==> src/rtl/mmap_lsu_pkg.sv <==
// Shared types for the load/store unit and the mmap_region bus.
// Optional feature macro used by users of this package: MMAP_LSU_RMW_EN.
package base;

  localparam int CPU_WORD_W = 32;
  typedef logic [CPU_WORD_W-1:0] cpu_word;

  typedef enum logic [1:0] {
    SIZE_BYTE = 2'd0,
    SIZE_HALF = 2'd1,
    SIZE_WORD = 2'd2,
    SIZE_ILL  = 2'd3
  } mem_size_t;

  typedef enum logic [2:0] {
    FAULT_NONE     = 3'd0,
    FAULT_MISALIGN = 3'd1,
    FAULT_ADDRESS  = 3'd2,
    FAULT_READ     = 3'd3,
    FAULT_WRITE    = 3'd4,
    FAULT_EINVAL   = 3'd5
  } mem_fault_t;

  typedef enum logic [1:0] {
    LSU_IDLE   = 2'd0,
    LSU_ACCESS = 2'd1,
    LSU_WRITE  = 2'd2,
    LSU_RESP   = 2'd3
  } lsu_state_t;

  // Natural alignment: halves on even addresses, words on multiples of 4.
  function automatic logic is_aligned(input mem_size_t size, input logic [1:0] offset);
    case (size)
      SIZE_BYTE: return 1'b1;
      SIZE_HALF: return ~offset[0];
      SIZE_WORD: return offset == 2'b00;
      default:   return 1'b0;
    endcase
  endfunction

endpackage

==> src/rtl/mmap_region.sv <==
// Memory-region bus, read/write side. The CPU modport is the initiator;
// regions answer reads combinationally and commit writes on the clock edge.
interface mmap_region;

  base::cpu_word address_rw;
  logic          is_write;
  base::cpu_word write_word;
  base::cpu_word read_word;
  logic          fault_address;
  logic          fault_read;
  logic          fault_write;
  logic          fault_einval;
  logic          word_level_io;

  modport CPU (
    output address_rw, is_write, write_word,
    input  read_word, fault_address, fault_read, fault_write, fault_einval, word_level_io
  );

  modport REGION (
    input  address_rw, is_write, write_word,
    output read_word, fault_address, fault_read, fault_write, fault_einval, word_level_io
  );

endinterface

==> src/rtl/mmap_lsu_lane.sv <==
// Byte-lane helper: little-endian load extraction with zero/sign extension
// and, with MMAP_LSU_RMW_EN defined, merging of sub-word store data into a word.
module lsu_lane
  import base::*;
(
  input  logic [1:0]  size_i,
  input  logic [1:0]  offset_i,
  input  logic        signed_i,
  input  logic [31:0] read_word_i,
`ifdef MMAP_LSU_RMW_EN
  input  logic [31:0] wdata_i,
  output logic [31:0] merge_o,
`endif
  output logic [31:0] load_o
);

  logic [4:0]  shamt;
  logic [31:0] shifted;

  assign shamt   = {offset_i, 3'b000};
  assign shifted = read_word_i >> shamt;

  // Right-align the addressed lane and extend it to a full word.
  always_comb begin
    case (mem_size_t'(size_i))
      SIZE_BYTE: load_o = {{24{signed_i & shifted[7]}}, shifted[7:0]};
      SIZE_HALF: load_o = {{16{signed_i & shifted[15]}}, shifted[15:0]};
      default:   load_o = shifted;
    endcase
  end

`ifdef MMAP_LSU_RMW_EN
  logic [31:0] lane_mask;
  logic [31:0] mask;

  // Overwrite only the addressed lane(s) of the word read back from the region.
  always_comb begin
    case (mem_size_t'(size_i))
      SIZE_BYTE: lane_mask = 32'h0000_00FF;
      SIZE_HALF: lane_mask = 32'h0000_FFFF;
      default:   lane_mask = 32'hFFFF_FFFF;
    endcase
    mask    = lane_mask << shamt;
    merge_o = (read_word_i & ~mask) | ((wdata_i << shamt) & mask);
  end
`endif

endmodule

==> src/rtl/mmap_lsu.sv <==
// Load/store initiator for the mmap_region bus: one request at a time,
// sub-word loads extracted and extended in lsu_lane.
// MMAP_LSU_RMW_EN: when defined, sub-word stores are done as read-modify-write
// through the WRITE state; otherwise they are refused with EINVAL.
module mmap_lsu
  import base::*;
(
  input  logic        clk,
  input  logic        rst_n,
  input  logic        req_valid,
  output logic        req_ready,
  input  logic        req_write,
  input  logic [1:0]  req_size,
  input  logic        req_signed,
  input  logic [31:0] req_addr,
  input  logic [31:0] req_wdata,
  output logic        rsp_valid,
  input  logic        rsp_ready,
  output logic [31:0] rsp_rdata,
  output logic [2:0]  rsp_fault,
  mmap_region.CPU     bus
);

  lsu_state_t  state_q;
  logic [31:0] addr_q;
  logic [31:0] wdata_q;
  mem_size_t   size_q;
  logic        write_q;
  logic        signed_q;
  logic [31:0] rdata_q;
  mem_fault_t  fault_q;
`ifdef MMAP_LSU_RMW_EN
  logic [31:0] merge_q;
  logic [31:0] lane_merge;
  mem_fault_t  write_fault;
`endif

  logic [31:0] lane_load;
  logic [31:0] word_addr;
  logic        word_store;
  mem_fault_t  access_fault;

  assign word_addr  = {addr_q[31:2], 2'b00};
  assign word_store = write_q && (size_q == SIZE_WORD);
  assign req_ready  = (state_q == LSU_IDLE);
  assign rsp_valid  = (state_q == LSU_RESP);
  assign rsp_rdata  = rdata_q;
  assign rsp_fault  = fault_q;

  lsu_lane u_lane (
    .size_i      (size_q),
    .offset_i    (addr_q[1:0]),
    .signed_i    (signed_q),
    .read_word_i (bus.read_word),
`ifdef MMAP_LSU_RMW_EN
    .wdata_i     (wdata_q),
    .merge_o     (lane_merge),
`endif
    .load_o      (lane_load)
  );

  // Fault cause for the ACCESS cycle: ADDRESS > EINVAL > READ/WRITE.
  always_comb begin
    // NOTE: every combinational output gets a default first so no path can infer a latch.
    access_fault = FAULT_NONE;
    if (bus.fault_address)     access_fault = FAULT_ADDRESS;
    else if (bus.fault_einval) access_fault = FAULT_EINVAL;
    else if (word_store)       access_fault = bus.fault_write ? FAULT_WRITE : FAULT_NONE;
    else if (bus.fault_read)   access_fault = FAULT_READ;
  end

`ifdef MMAP_LSU_RMW_EN
  // Fault cause for the write-back half of a read-modify-write.
  always_comb begin
    write_fault = FAULT_NONE;
    if (bus.fault_address)     write_fault = FAULT_ADDRESS;
    else if (bus.fault_einval) write_fault = FAULT_EINVAL;
    else if (bus.fault_write)  write_fault = FAULT_WRITE;
  end
`endif

  // Bus drive is a pure decode of state, so reset drops is_write at once.
  always_comb begin
    bus.address_rw = '0;
    bus.is_write   = 1'b0;
    bus.write_word = '0;
    case (state_q)
      LSU_ACCESS: begin
        bus.address_rw = word_addr;
        bus.is_write   = word_store;
        bus.write_word = wdata_q;
      end
`ifdef MMAP_LSU_RMW_EN
      LSU_WRITE: begin
        bus.address_rw = word_addr;
        bus.is_write   = 1'b1;
        bus.write_word = merge_q;
      end
`endif
      default: ;
    endcase
  end

  // Request/response FSM with registered response outputs.
  always_ff @(posedge clk or negedge rst_n) begin
    // NOTE: the request registers are a handful of flops, so all of them are reset for clean X-free state.
    if (!rst_n) begin
      state_q  <= LSU_IDLE;
      addr_q   <= '0;
      wdata_q  <= '0;
      size_q   <= SIZE_BYTE;
      write_q  <= 1'b0;
      signed_q <= 1'b0;
      rdata_q  <= '0;
      fault_q  <= FAULT_NONE;
`ifdef MMAP_LSU_RMW_EN
      merge_q  <= '0;
`endif
    end else begin
      // NOTE: sequential state uses non-blocking assignments so every flop samples pre-edge values.
      case (state_q)
        LSU_IDLE: begin
          if (req_valid) begin
            addr_q   <= req_addr;
            wdata_q  <= req_wdata;
            size_q   <= mem_size_t'(req_size);
            write_q  <= req_write;
            signed_q <= req_signed;
            if (!is_aligned(mem_size_t'(req_size), req_addr[1:0])) begin
              rdata_q <= '0;
              fault_q <= FAULT_MISALIGN;
              state_q <= LSU_RESP;
            end else begin
              state_q <= LSU_ACCESS;
            end
          end
        end
        LSU_ACCESS: begin
          rdata_q <= '0;
          state_q <= LSU_RESP;
          if (access_fault != FAULT_NONE) begin
            fault_q <= access_fault;
          end else if (!write_q) begin
            rdata_q <= lane_load;
            fault_q <= FAULT_NONE;
          end else if (word_store) begin
            fault_q <= FAULT_NONE;
          end else begin
`ifdef MMAP_LSU_RMW_EN
            // Reads of word-level I/O have side effects, so no read-modify-write there.
            if (bus.word_level_io) begin
              fault_q <= FAULT_EINVAL;
            end else begin
              merge_q <= lane_merge;
              state_q <= LSU_WRITE;
            end
`else
            fault_q <= FAULT_EINVAL;
`endif
          end
        end
`ifdef MMAP_LSU_RMW_EN
        LSU_WRITE: begin
          fault_q <= write_fault;
          state_q <= LSU_RESP;
        end
`endif
        LSU_RESP: begin
          if (rsp_ready) begin
            rdata_q <= '0;
            fault_q <= FAULT_NONE;
            state_q <= LSU_IDLE;
          end
        end
        default: state_q <= LSU_IDLE;
      endcase
    end
  end

endmodule

==> src/flat_wrapper.sv <==
// flat-port wrapper written by rule: the top's interface ports become plain ports
module mmap_lsu_flat import base::*;
  (clk, rst_n, req_valid, req_ready, req_write, req_size, req_signed, req_addr, req_wdata, rsp_valid, rsp_ready, rsp_rdata, rsp_fault, bus_address_rw, bus_is_write, bus_write_word, bus_read_word, bus_fault_address, bus_fault_read, bus_fault_write, bus_fault_einval, bus_word_level_io);
  mmap_region bus_i ();
  input  logic clk;
  input  logic rst_n;
  input  logic req_valid;
  output logic req_ready;
  input  logic req_write;
  input  logic [1:0] req_size;
  input  logic req_signed;
  input  logic [31:0] req_addr;
  input  logic [31:0] req_wdata;
  output logic rsp_valid;
  input  logic rsp_ready;
  output logic [31:0] rsp_rdata;
  output logic [2:0] rsp_fault;
  output wire logic [$bits(bus_i.address_rw)-1:0] bus_address_rw;
  output wire logic [$bits(bus_i.is_write)-1:0] bus_is_write;
  output wire logic [$bits(bus_i.write_word)-1:0] bus_write_word;
  input wire logic [$bits(bus_i.read_word)-1:0] bus_read_word;
  input wire logic [$bits(bus_i.fault_address)-1:0] bus_fault_address;
  input wire logic [$bits(bus_i.fault_read)-1:0] bus_fault_read;
  input wire logic [$bits(bus_i.fault_write)-1:0] bus_fault_write;
  input wire logic [$bits(bus_i.fault_einval)-1:0] bus_fault_einval;
  input wire logic [$bits(bus_i.word_level_io)-1:0] bus_word_level_io;
  assign bus_address_rw = bus_i.address_rw;
  assign bus_is_write = bus_i.is_write;
  assign bus_write_word = bus_i.write_word;
  assign bus_i.read_word = bus_read_word;
  assign bus_i.fault_address = bus_fault_address;
  assign bus_i.fault_read = bus_fault_read;
  assign bus_i.fault_write = bus_fault_write;
  assign bus_i.fault_einval = bus_fault_einval;
  assign bus_i.word_level_io = bus_word_level_io;
  mmap_lsu u_core (.clk(clk), .rst_n(rst_n), .req_valid(req_valid), .req_ready(req_ready), .req_write(req_write), .req_size(req_size), .req_signed(req_signed), .req_addr(req_addr), .req_wdata(req_wdata), .rsp_valid(rsp_valid), .rsp_ready(rsp_ready), .rsp_rdata(rsp_rdata), .rsp_fault(rsp_fault), .bus(bus_i));
endmodule
==> config.mk <==
export PLATFORM = sky130hd
export DESIGN_NAME = mmap_lsu_flat
export DESIGN_NICKNAME = d
export VERILOG_FILES = /design/src/rtl/mmap_lsu_pkg.sv /design/src/rtl/mmap_region.sv /design/src/rtl/mmap_lsu_lane.sv /design/src/rtl/mmap_lsu.sv /design/src/flat_wrapper.sv
export SDC_FILE = /design/constraint.sdc
export NUM_CORES = 1
export LEC_CHECK = 0
export BUFFER_PORTS_ARGS = -buffer_cell sky130_fd_sc_hd__buf_2
export CAP_MARGIN = 20
export CORE_UTILIZATION = 35
export DETAILED_ROUTE_END_ITERATION = 6
export GPL_TIMING_DRIVEN = 0
export MAX_ROUTING_LAYER = met4
export SYNTH_ARGS = -nofsm -noshare
export SYNTH_HDL_FRONTEND = slang
export SYNTH_SLANG_ARGS = --single-unit
==> constraint.sdc <==
create_clock -name clk -period 2.2 [get_ports clk]
set_clock_uncertainty 0.2 [all_clocks]
set_input_delay 0.44 -clock clk [delete_from_list [all_inputs] [get_ports clk]]
set_output_delay 0.44 -clock clk [all_outputs]
set_load 0.005 [all_outputs]
* Word level (Yosys, flattened, before mapping)
Cells that the tools add are included.
** Operators by class
- Equal/unequal tests :: 9
- Shifts and indexed selects :: 1
- Muxes and demuxes :: 29
- Bitwise gates (word level) :: 3
- Reduce and logical (&&, ||, !) cells :: 10
** Operator list (count)
- 32-bit 2-to-1 mux :: 7
- 32-bit one-hot mux with 3 select lines :: 1
- 32-bit one-hot mux with 2 select lines :: 1
- 32-bit by 5-bit right shift with 32-bit output :: 1
- 3-bit 2-to-1 mux :: 10
- 3-bit one-hot mux with 3 select lines :: 1
- 2-bit logical NOT :: 4
- 2-bit 2-to-1 mux :: 4
- 2-bit by 1-bit equality test with 1-bit output, second input constant :: 3
- 2-bit equality test, second input constant :: 3
- 2-bit one-hot mux with 3 select lines :: 1
- 3-bit nonzero test :: 2
- 2-bit inequality test, second input constant :: 2
- 2-bit AND reduction :: 2
- 4-bit AND reduction :: 1
- 1-bit 2-to-1 mux :: 3
- 1-bit one-hot mux with 3 select lines :: 1
- 1-bit AND :: 2
- 2-bit by 1-bit inequality test with 1-bit output, second input constant :: 1
- 1-bit logical AND :: 1
- 1-bit NOT :: 1
** Word-level totals
- Bits in registers :: 105
- Input bits :: 109
- Output and inout bits :: 102
- Logic and storage cells :: 60

* Logic depth before layout (Yosys ltp)
Gate-level depths: netlist of run 1.
- Depth after elaboration :: 8
- Gate-level depth with buffers :: 6
- Depth with buffers taken out :: 4

* Modules after synthesis
A second synthesis of run 1 with hierarchy kept.
** Second synthesis, totals
- Cells, all modules :: 434
- Area, all modules :: 5257.5 sq um
** Modules (own cells, without submodules)
- mmap_lsu :: times used 1, cells an instance 328, area each 4449.3 sq um, sequential area each 2627.5 sq um
- lsu_lane :: times used 1, cells an instance 106, area each 808.3 sq um, sequential area each 0.0 sq um

* Least setup slack after synthesis of run 1
No wires, ideal clock.
- Kind :: input -> register
- Start :: input bus_fault_read
- End :: register u_core.rdata_q[26] (netlist: u_core.rsp_rdata[26])
- Setup time :: 64 ps
- Data arrival time :: 1967 ps
- Data required time :: 1936 ps
- Slack :: -31 ps
- Stages :: 6
- Path buffers :: 2
- Cell sequence :: or2_2 -> or4_4 -> buf_6 -> a2111oi_4 -> buf_6 -> a221o_2
** Between the ends
- Word-level cells in the longest chain between the ends :: 7
** Ends and longest elaborated chain
- start: declaration :: line flat_wrapper.sv:23 : input wire logic [$bits(bus_i.fault_read)-1:0] bus_fault_read;
- 2-bit 2-to-1 mux :: line mmap_lsu.sv:69 : else if (bus.fault_read) access_fault = FAULT_READ;
- 3-bit 2-to-1 mux :: line mmap_lsu.sv:68 : else if (word_store) access_fault = bus.fault_write ? FAULT_WRITE : FAULT_NONE;
- 3-bit 2-to-1 mux :: line mmap_lsu.sv:67 : else if (bus.fault_einval) access_fault = FAULT_EINVAL;
- 3-bit 2-to-1 mux :: line mmap_lsu.sv:66 : if (bus.fault_address) access_fault = FAULT_ADDRESS;
- 3-bit nonzero test :: line mmap_lsu.sv:141 : if (access_fault != FAULT_NONE) begin
- 32-bit 2-to-1 mux :: line mmap_lsu.sv:141
- 32-bit one-hot mux with 3 select lines :: line mmap_lsu.sv:121 : case (state_q)
- end signal: assignment :: line mmap_lsu.sv:144 : rdata_q <= lane_load;
- end: declaration :: line mmap_lsu.sv:30 : logic [31:0] rdata_q;
No other way between the ends.
A chain may end at the register's enable or synchronous reset.

* Worst setup path after layout of run 1
- Start :: register u_core.state_q[1]
- End :: output bus_write_word[4]
** Between the ends
- Word-level cells in the longest chain between the ends :: 2
** Ends and longest elaborated chain
- start: declaration :: line mmap_lsu.sv:24 : lsu_state_t state_q;
- start signal: assignment :: line mmap_lsu.sv:108 : state_q <= LSU_IDLE;
- start signal: assignment :: line mmap_lsu.sv:132 : state_q <= LSU_RESP;
- start signal: assignment :: line mmap_lsu.sv:134 : state_q <= LSU_ACCESS;
- 2-bit by 1-bit equality test with 1-bit output :: line mmap_lsu.sv:87 : case (state_q)
- 32-bit 2-to-1 mux :: line mmap_lsu.sv:87
- end: declaration :: line flat_wrapper.sv:20 : output wire logic [$bits(bus_i.write_word)-1:0] bus_write_word;
No other way between the ends.

==> results of run 1 <==
[cell type report]
cell class / instances / area, um2 / share of cell area
sequential: 105 / 2630 / 0.3880
multi-input combinational: 263 / 2220 / 0.3275
timing repair buffer: 223 / 1205 / 0.1778
clock buffer: 11 / 232.7 / 0.03434
tap: 180 / 225.2 / 0.03323
buffer: 27 / 182.7 / 0.02695
clock inverter: 5 / 56.30 / 0.008307
inverter: 5 / 18.77 / 0.002769
antenna: 3 / 7.507 / 0.001108
[final timing paths]
kind | from | endpoint
worst max-delay path | u_core.state_q[1] | bus_write_word[4]
worst min-delay path | req_signed | u_core.signed_q
worst max register to register | u_core.state_q[1] | u_core.rsp_rdata[25]
worst min register to register | u_core.rsp_rdata[23] | u_core.rsp_rdata[23]
max in group asynchronous | rst_n | u_core.addr_q[14]
min in group asynchronous | rst_n | u_core.rsp_rdata[23]
[synth_stat cells (all sizes together)]
master and instances:
a31oi 1, a22o 2, a31o 1, o22ai 1, nor3b 1, o2111a 1
or4b 1, a221oi 8, and3 1, mux4 1, o21ai 4, nand2b 2
buf 7, conb 1, and2b 1, a211oi 1, a221o 8, mux2i 15
or2b 1, inv 5, nand2 2, or4 1, a21oi 9, a311o 1
dfrtp 105, and2 65, clkbuf 22, o211ai 1, or2 2, nand3b 1
mux2 74, o21a 1, o2bb2ai 16, or3 3, a2111oi 1, a211o 8
nor2 25, a21boi 1
[worst reg2reg max path, cell delays in order (launching register included)]
cell,delay (ps)
dfrtp_2,400
buf_6,130
and2b_1,190
o2111a_1,160
a21oi_2,340
clkbuf_1,410
a221o_1,230
[layer usage]
layer	up-vias	part of all wire	global-route usage
met2	174	0.48	0.3107
met1	2001	0.42	0.2284
met4	0	0.019	0.07253
met3	22	0.086	0.05545
met5	-	0	-
li1	1894	-	-
[what timing repair did]
action | in CTS | in global routing
cloned | 2 | 0
pin swaps | 4 | 3
endpoints found under the hold margin | 47 | 0
setup endpoints to repair | 162 | 90
setup buffers | 9 | 3
gates resized for setup | 39 | 13
hold buffers | 1 | 0
[stage by stage]
step	util	std cells	hold WS (ps)	power, mW
4_1_cts	0.4869	816	85.44	8.419
6_report	0.4902	822	98.53	8.383
3_5_place_dp	0.4523	790	272.9	6.506
5_1_grt	0.4902	822	96.23	8.958
3_3_place_gp	0.4501	789	266.8	6.382
2_1_floorplan	-	402	-55.59	5.189
[cell families after synthesis]
logic type	share of synthesized area
AOI/OAI and AO/OA	0.1120
buffers and inverters	0.03053
DFF	0.5299
muxes	0.2029
other	0.0007563
and+or+nand+nor	0.1239
[where the power goes]
| part | total (mW) | internal (mW) | leakage, nW | switching (mW) |
|---|---|---|---|---|
| Combinational | 3.73 | 2.03 | 2.02 | 1.70 |
| Sequential | 3.06 | 2.68 | 1.31 | 0.385 |
| Clock | 1.59 | 0.882 | 0.140 | 0.706 |
[sequential cells by signal (all words and copies together) (netlist names)]
name and count:
u_core.addr_q 32, u_core.write_q 1, u_core.rsp_fault 3, u_core.rsp_rdata 32, u_core.wdata_q 32, u_core.signed_q 1
u_core.size_q 2, u_core.state_q 2
==> run_results.csv, run 1 <==
group,metric,value,unit
outcome,violations,"setup timing",
placement,dpl.hpwl,10190,um
placement,dpl_worst_slack,-359.9,ps
critical_path,r2r_slack,80,ps
grt,antenna_found_initial,3,
floorplanning,start_util,0.3586,
sta,fmax,452.4,MHz
sta,worstMarginPinSlew,673.5,ps
critical_path,slowest_delay,440,ps
clock_network,cts_tree,"done",
yosys,yosysWarnings,0,
critical_path,worst_ep_required_time,1560,ps
min_path,hold_class,"in -> reg",
yosys,yosysSeqAreaShare,0.5299,
route,dr.pass1.iters,4,
sta,final-hold-violation-count,0,
floorplanning,die_area,0.01465,mm2
flow_run,maxCapViolCount,0,
placement,portBuffers,207,
sta,final_max_slew_viol_count,0,
critical_path,crit_arrival,1570,ps
sta,fin_ws,-10.31,ps
route,drc,0,
sta,finalSetupTns,-10.31,ps
critical_path,critPathMaxFanout,10,
floorplanning,num_rows,43,
critical_path,critical_path_cell_count,6,
critical_path,worst-setup-path-type,"reg -> out",
finish,fin_area,0.006778,mm2
power,peakVddDrop,0.0005492,V
critical_path,timing.critical_path.buf_inv,4,
critical_path,start_kind,"flip-flop",
floorplanning,core_region_area,0.01383,mm2
sta,final-setup-viol-count,1,
yosys,synth_area,0.004959,mm2
finish,layout_common_cells,"buf_2 (209), dfrtp_1 (103), mux2_2 (74), and2_1 (65), nor2_1 (22)",
clock_network,cts.htree.levels,3,
clock_network,cts_sinks,105,
grt,grt_use_total,0.1928,
grt,grt_max_degree,59,
yosys,ys_ff_latch,105,
finish,nets,743,
route,drt_iter0_markers,207,
outcome,outcome,"finished, violations left",
yosys,netlist.area_leader.share,0.5299,
sta,relSlewSlack,0.5510,
power,p_leak,3.468,nW
critical_path,endpoint_kind,"primary output",
yosys,ys_types,44,
finish,final_common_cell,"buf_2",
grt,grt_pass1_vias,4091,
clock_network,path_clk_slew,70,ps
finish,fill_cells,1295,
placement,placed_cell_area,0.006254,mm2
yosys,avgSynthCellArea,12.37,um2
route,routed-via-count,4091,
yosys,yosys.area.top_type,"dfrtp_1",
clock_network,cts_buffers,9,
finish,layout-drive-gt1-share,0.5587,
route,wirelength,13680,um
grt,grt.overflow.total,0,
sta,rsz0062_at_grt,"true",
power,power_density,1237,mW/mm2
critical_path,cpMaxStageDelayCell,"dfrtp_2",
yosys,synth_cells,401,
sta,min_period_over_period,1.005,
min_path,whs_path_depth,3,
finish,area_delta_synth_final,36.69,%
floorplanning,io_pins,211,
floorplanning,fp.dieW,121.0,um
floorplanning,die_y,121.0,um
critical_path,reg2regPathDepth,6,
route,vias_per_cell,4.977,
route,ant_nets,0,
critical_path,crit_family,"buffers and inverters",
clock_network,root_buffer,"clkbuf_16",
placement,gp_congestion,0.8709,
yosys,synth_top_cells_by_area,"dfrtp_1 (53%), mux2_2 (17%), and2_1 (8.2%)",
sta,period_needed,2210,ps
route,wl_per_cell,16.64,um
grt,grt_pass1_wl,21000,um
clock_network,clkLatencyLatePin,340,ps
clock_network,clk_path_buf_depth,2,
critical_path,crit_chain,"buf_6 -> nor2_4 -> buf_12 -> clkbuf_8 -> and2_1 -> buf_2",
No activity file was read; power rests on OpenSTA's default activity.
==> inputs of run 2 (changes only) <==
Settings changed: CORE_UTILIZATION 35 to 43, PLACE_DENSITY set to 0.76.
==> run 2 against run 1 <==
Against the previous run: the run now ends clean; sequential power about the same; fmax up 3.3%; via count up 0.64%; worst setup slack better by 71 ps; die area down 18%; critical path depth unchanged; register-to-register slack worse by 20 ps; worst hold slack better by 8.7 ps; core utilization up 11 points; routed wire length about the same; cell area down 1.8%; non-clock buffer count down 4; critical endpoint is now bus_write_word[29]; largest cell class unchanged.
==> run_results.csv, run 2 (synthesis gave the netlist of run 1 again) <==
group,metric,value,unit
placement,placed_cell_area,0.006203,mm2
sta,final-hold-violation-count,0,
finish,final_common_cell,"buf_2",
sta,relSlewSlack,0.5426,
critical_path,crit_arrival,1500,ps
route,drt_iter0_markers,186,
outcome,outcome,"complete, no violations",
finish,layout-drive-gt1-share,0.5575,
critical_path,start_kind,"flip-flop",
route,dr.pass1.iters,4,
route,wl_per_cell,17.64,um
sta,rsz0062_at_grt,"false",
floorplanning,num_rows,38,
power,power_density,1245,mW/mm2
clock_network,cts_tree,"done",
sta,final_max_slew_viol_count,0,
grt,grt_max_degree,55,
floorplanning,io_pins,211,
power,p_leak,3.434,nW
placement,gp_congestion,0.9168,
floorplanning,fp.dieW,109.4,um
clock_network,cts_sinks,105,
clock_network,clkLatencyLatePin,350,ps
grt,antenna_found_initial,1,
sta,min_period_over_period,0.9725,
grt,grt_pass1_wl,21310,um
finish,final_util,0.6033,
grt,grt_use_total,0.2437,
finish,nets,740,
power,peakVddDrop,0.0007319,V
floorplanning,start_util,0.4495,
critical_path,worst_ep_required_time,1560,ps
placement,portBuffers,207,
sta,period_needed,2139,ps
finish,fin_area,0.006655,mm2
sta,worstMarginPinSlew,686.0,ps
critical_path,worst-setup-path-type,"reg -> out",
finish,layout_common_cells,"buf_2 (208), dfrtp_1 (103), mux2_2 (74), and2_1 (64), nor2_1 (23)",
min_path,hold_class,"in -> reg",
critical_path,r2r_slack,60,ps
clock_network,path_clk_slew,70,ps
critical_path,critPathMaxFanout,10,
clock_network,cts.htree.levels,3,
sta,fin_ws,60.54,ps
critical_path,endpoint_kind,"primary output",
placement,dpl.hpwl,10380,um
clock_network,clk_path_buf_depth,2,
sta,final-setup-viol-count,0,
sta,fmax,467.4,MHz
finish,area_delta_synth_final,34.22,%
flow_run,maxCapViolCount,0,
clock_network,cts_buffers,9,
route,drc,0,
route,vias_per_cell,5.305,
route,wirelength,13690,um
clock_network,root_buffer,"clkbuf_16",
route,routed-via-count,4117,
placement,dpl_worst_slack,-389.1,ps
floorplanning,core_region_area,0.01103,mm2
finish,fill_cells,935,
route,ant_nets,0,
grt,grt_pass1_vias,4236,
floorplanning,die_area,0.01197,mm2
grt,grt.overflow.total,0,
floorplanning,die_y,109.4,um
sta,hold_ws,107.3,ps
## run 2: changes by cell type in the layout (fill, tap and decap cells not counted), sizes merged
cell	previous run	this run
buf	231	228
diode	3	1
bufinv	1	0
clkinv	3	2
or3	3	4
## run 2: worst max-delay path, cell delays in order, from the launching register on
cell and delay (ps):
dfrtp_2 450, inv_4 80, nor2_4 40, buf_12 140, buf_4 160, and2_1 160
buf_2 120
## run 2: layer usage
layer,global-route usage,part of all wire
met4,0.1124,0.030
met5,-,0
met1,0.2830,0.41
met3,0.06106,0.081
met2,0.3980,0.48
## run 2: report_power, final
| group | leakage, nW | switching, mW | total (mW) | internal, mW |
|---|---|---|---|---|
| sequential | 1.31 | 0.411 | 3.09 | 2.68 |
| combinational | 1.99 | 1.72 | 3.71 | 2.00 |
| clock | 0.128 | 0.693 | 1.48 | 0.790 |
| total | 3.43 | 2.82 | 8.29 | 5.47 |
## run 2: path summary, 6_finish.rpt
check,startpoint,end,depth (start not counted)
max,u_core.state_q[0],bus_write_word[29],6
min,req_signed,u_core.signed_q,3
max reg2reg,u_core.addr_q[1],u_core.rsp_rdata[31],5
min reg2reg,u_core.rsp_rdata[15],u_core.rsp_rdata[15],1
max in group asynchronous,rst_n,u_core.state_q[1],3
min in group asynchronous,rst_n,u_core.wdata_q[21],2
## run 2: through the flow
stage | power, mW | instances | setup TNS (ps)
floorplan | 5.189 | 402 | 0
global placement | 6.343 | 749 | -78780
detailed placement | 6.502 | 750 | -22580
CTS | 8.276 | 773 | -663.7
global route | 8.831 | 776 | 0
finish | 8.288 | 776 | 0
## run 2: repair_timing
item	CTS	global route
resized for setup	29	23
cloned	1	1
pin swaps	3	3
endpoints found under the hold margin	51	0
hold buffers	1	0
setup buffers	8	1
endpoints found under the setup margin	162	102
## run 2: final cells by class
| cell class | instances | area [um2] | area share |
|---|---|---|---|
| Timing Repair Buffer | 219 | 1164 | 0.1748 |
| Antenna cell | 1 | 2.502 | 0.0003760 |
| Tap cell | 140 | 175.2 | 0.02632 |
| Sequential cell | 105 | 2630 | 0.3952 |
| Buffer | 27 | 170.2 | 0.02557 |
| Clock buffer | 12 | 246.5 | 0.03704 |
| Inverter | 5 | 21.27 | 0.003196 |
| Clock inverter | 3 | 17.52 | 0.002632 |
| Multi-Input combinational cell | 264 | 2228 | 0.3348 |
==> inputs of run 3 (changes only) <==
Settings changed: CORE_UTILIZATION 43 to 46, PLACE_DENSITY 0.76 to 0.77.
Clock period 2.2 ns to 2 ns, I/O delays scaled along.
==> run 3 against run 2 <==
Against the previous run: the run now ends with setup timing left; die area is 6.4% lower; sequential power is 11% higher; sequential share of layout area shrank 3.1 points; total power up 21%; non-clock buffer count rose by 12; global-route usage is 1.5 points higher; routed wire length rose by 3.1%; final cell count increased by 1.2%; cell area up 8.5%; sequential cell count stayed put.
==> run_results.csv, run 3 (synthesis gave the netlist of run 1 again) <==
group,metric,value,unit
sta,relSlewSlack,0.6437,
finish,fin_area,0.007218,mm2
clock_network,path_clk_slew,90,ps
route,ant_nets,0,
placement,placed_cell_area,0.006227,mm2
sta,fin_ws,-155.1,ps
clock_network,cts_tree,"done",
finish,nets,752,
clock_network,cts_sinks,105,
sta,min_period_over_period,1.078,
route,vias_per_cell,5.308,
route,dr.pass1.iters,4,
critical_path,start_kind,"flip-flop",
floorplanning,die_area,0.01120,mm2
floorplanning,fp.dieW,105.8,um
outcome,violations,"setup timing",
clock_network,clkLatencyLatePin,350,ps
sta,finalSetupTns,-7005,ps
route,wirelength,14120,um
grt,grt_use_total,0.2592,
floorplanning,core_region_area,0.01037,mm2
sta,final-hold-violation-count,0,
route,drt_iter0_markers,202,
sta,rsz0062_at_grt,"true",
sta,worstMarginPinSlew,534.4,ps
power,power_density,1387,mW/mm2
finish,final_util,0.6961,
floorplanning,io_pins,211,
finish,layout_common_cells,"buf_2 (173), dfrtp_1 (102), mux2_2 (74), buf_6 (39), and2_4 (35)",
sta,final-setup-viol-count,78,
route,routed-via-count,4167,
placement,gp_congestion,0.9229,
route,drc,0,
finish,final_common_cell,"buf_2",
outcome,outcome,"finished, violations left",
critical_path,crit_arrival,1560,ps
grt,grt_pass1_wl,21780,um
clock_network,cts_buffers,9,
grt,grt_pass1_vias,4346,
finish,layout-drive-gt1-share,0.6553,
critical_path,worst-setup-path-type,"reg -> out",
critical_path,endpoint_kind,"primary output",
grt,antenna_found_initial,1,
clock_network,root_buffer,"clkbuf_8",
critical_path,critPathMaxFanout,6,
min_path,hold_class,"in -> reg",
sta,period_needed,2155,ps
critical_path,regToRegStartpoint,"u_core.addr_q[1]",
flow_run,maxCapViolCount,0,
critical_path,crit_start,"u_core.state_q[1]",
finish,area_delta_synth_final,45.57,%
sta,hold_ws,47.85,ps
clock_network,clk_path_buf_depth,2,
power,p_leak,3.625,nW
critical_path,worst_ep_required_time,1400,ps
placement,portBuffers,207,
grt,grt.overflow.total,0,
route,wl_per_cell,17.98,um
grt,grt_max_degree,68,
sta,final_max_slew_viol_count,0,
placement,dpl.hpwl,10090,um
floorplanning,num_rows,37,
floorplanning,start_util,0.4782,
min_path,min-delay-start,"rsp_ready",
power,peakVddDrop,0.0008402,V
clock_network,cts.htree.levels,3,
floorplanning,die_y,105.8,um
sta,fmax,464.0,MHz
[run 3: final timing paths]
| kind | end | slack, ps | depth (start not counted) |
|---|---|---|---|
| setup / recovery | bus_address_rw[26] | -160 | 5 |
| hold / removal | u_core.state_q[0] | 50 | 2 |
| setup reg to reg | u_core.rsp_rdata[28] | -110 | 6 |
| hold reg to reg | u_core.rsp_rdata[2] | 290 | 1 |
| max in group asynchronous | u_core.state_q[0] | 530 | 3 |
| min in group asynchronous | u_core.rsp_rdata[17] | 350 | 2 |
[run 3: area by class of cell]
cell class,instances,area [um2]
clock inverters,2,12.51
well taps,136,170.2
repair buffers,232,1546
multi-input cells,264,2419
flip-flops and latches,105,2631
fillers,754,3152
plain buffers,26,244.0
clock buffers,13,168.9
diodes,2,5.005
inverters,5,21.27
[run 3: layer usage]
| metal | up-vias | share of wire | GRT usage |
|---|---|---|---|
| li1 | 1919 | - | - |
| met1 | 2028 | 0.40 | 0.3149 |
| met2 | 203 | 0.50 | 0.4318 |
| met3 | 17 | 0.083 | 0.06061 |
| met4 | 0 | 0.016 | 0.07440 |
| met5 | - | 0 | - |
[run 3: repair_timing]
item                       in CTS  in global routing
pin swaps                      33                 12
hold buffers                    1                  0
cloned                          5                  2
hold endpoints to repair       38                  0
buffers inserted               12                  5
resized for setup              91                 93
setup endpoints to repair     164                163
[run 3: per-stage QoR]
stage	power, mW	std cells	worst slack, ps
after floorplan	5.745	402	-69.01
after global placement	6.990	745	-793.7
after detailed placement	7.174	746	-438.1
after CTS	9.368	778	-149.6
after global routing	10.62	784	-232.2
final	10.01	785	-155.1
[run 3: worst max-delay path, cell delays in order, from the launching register on]
cell and delay, ps:
dfrtp_2 470, buf_6 140, nor2_4 180, clkbuf_8 180, and2_4 140, buf_6 90
[run 3: where the power goes]
| group | switching (mW) | internal [mW] |
|---|---|---|
| clock network | 0.670 | 0.548 |
| logic | 2.22 | 3.14 |
| registers | 0.486 | 2.95 |
| total | 3.38 | 6.63 |
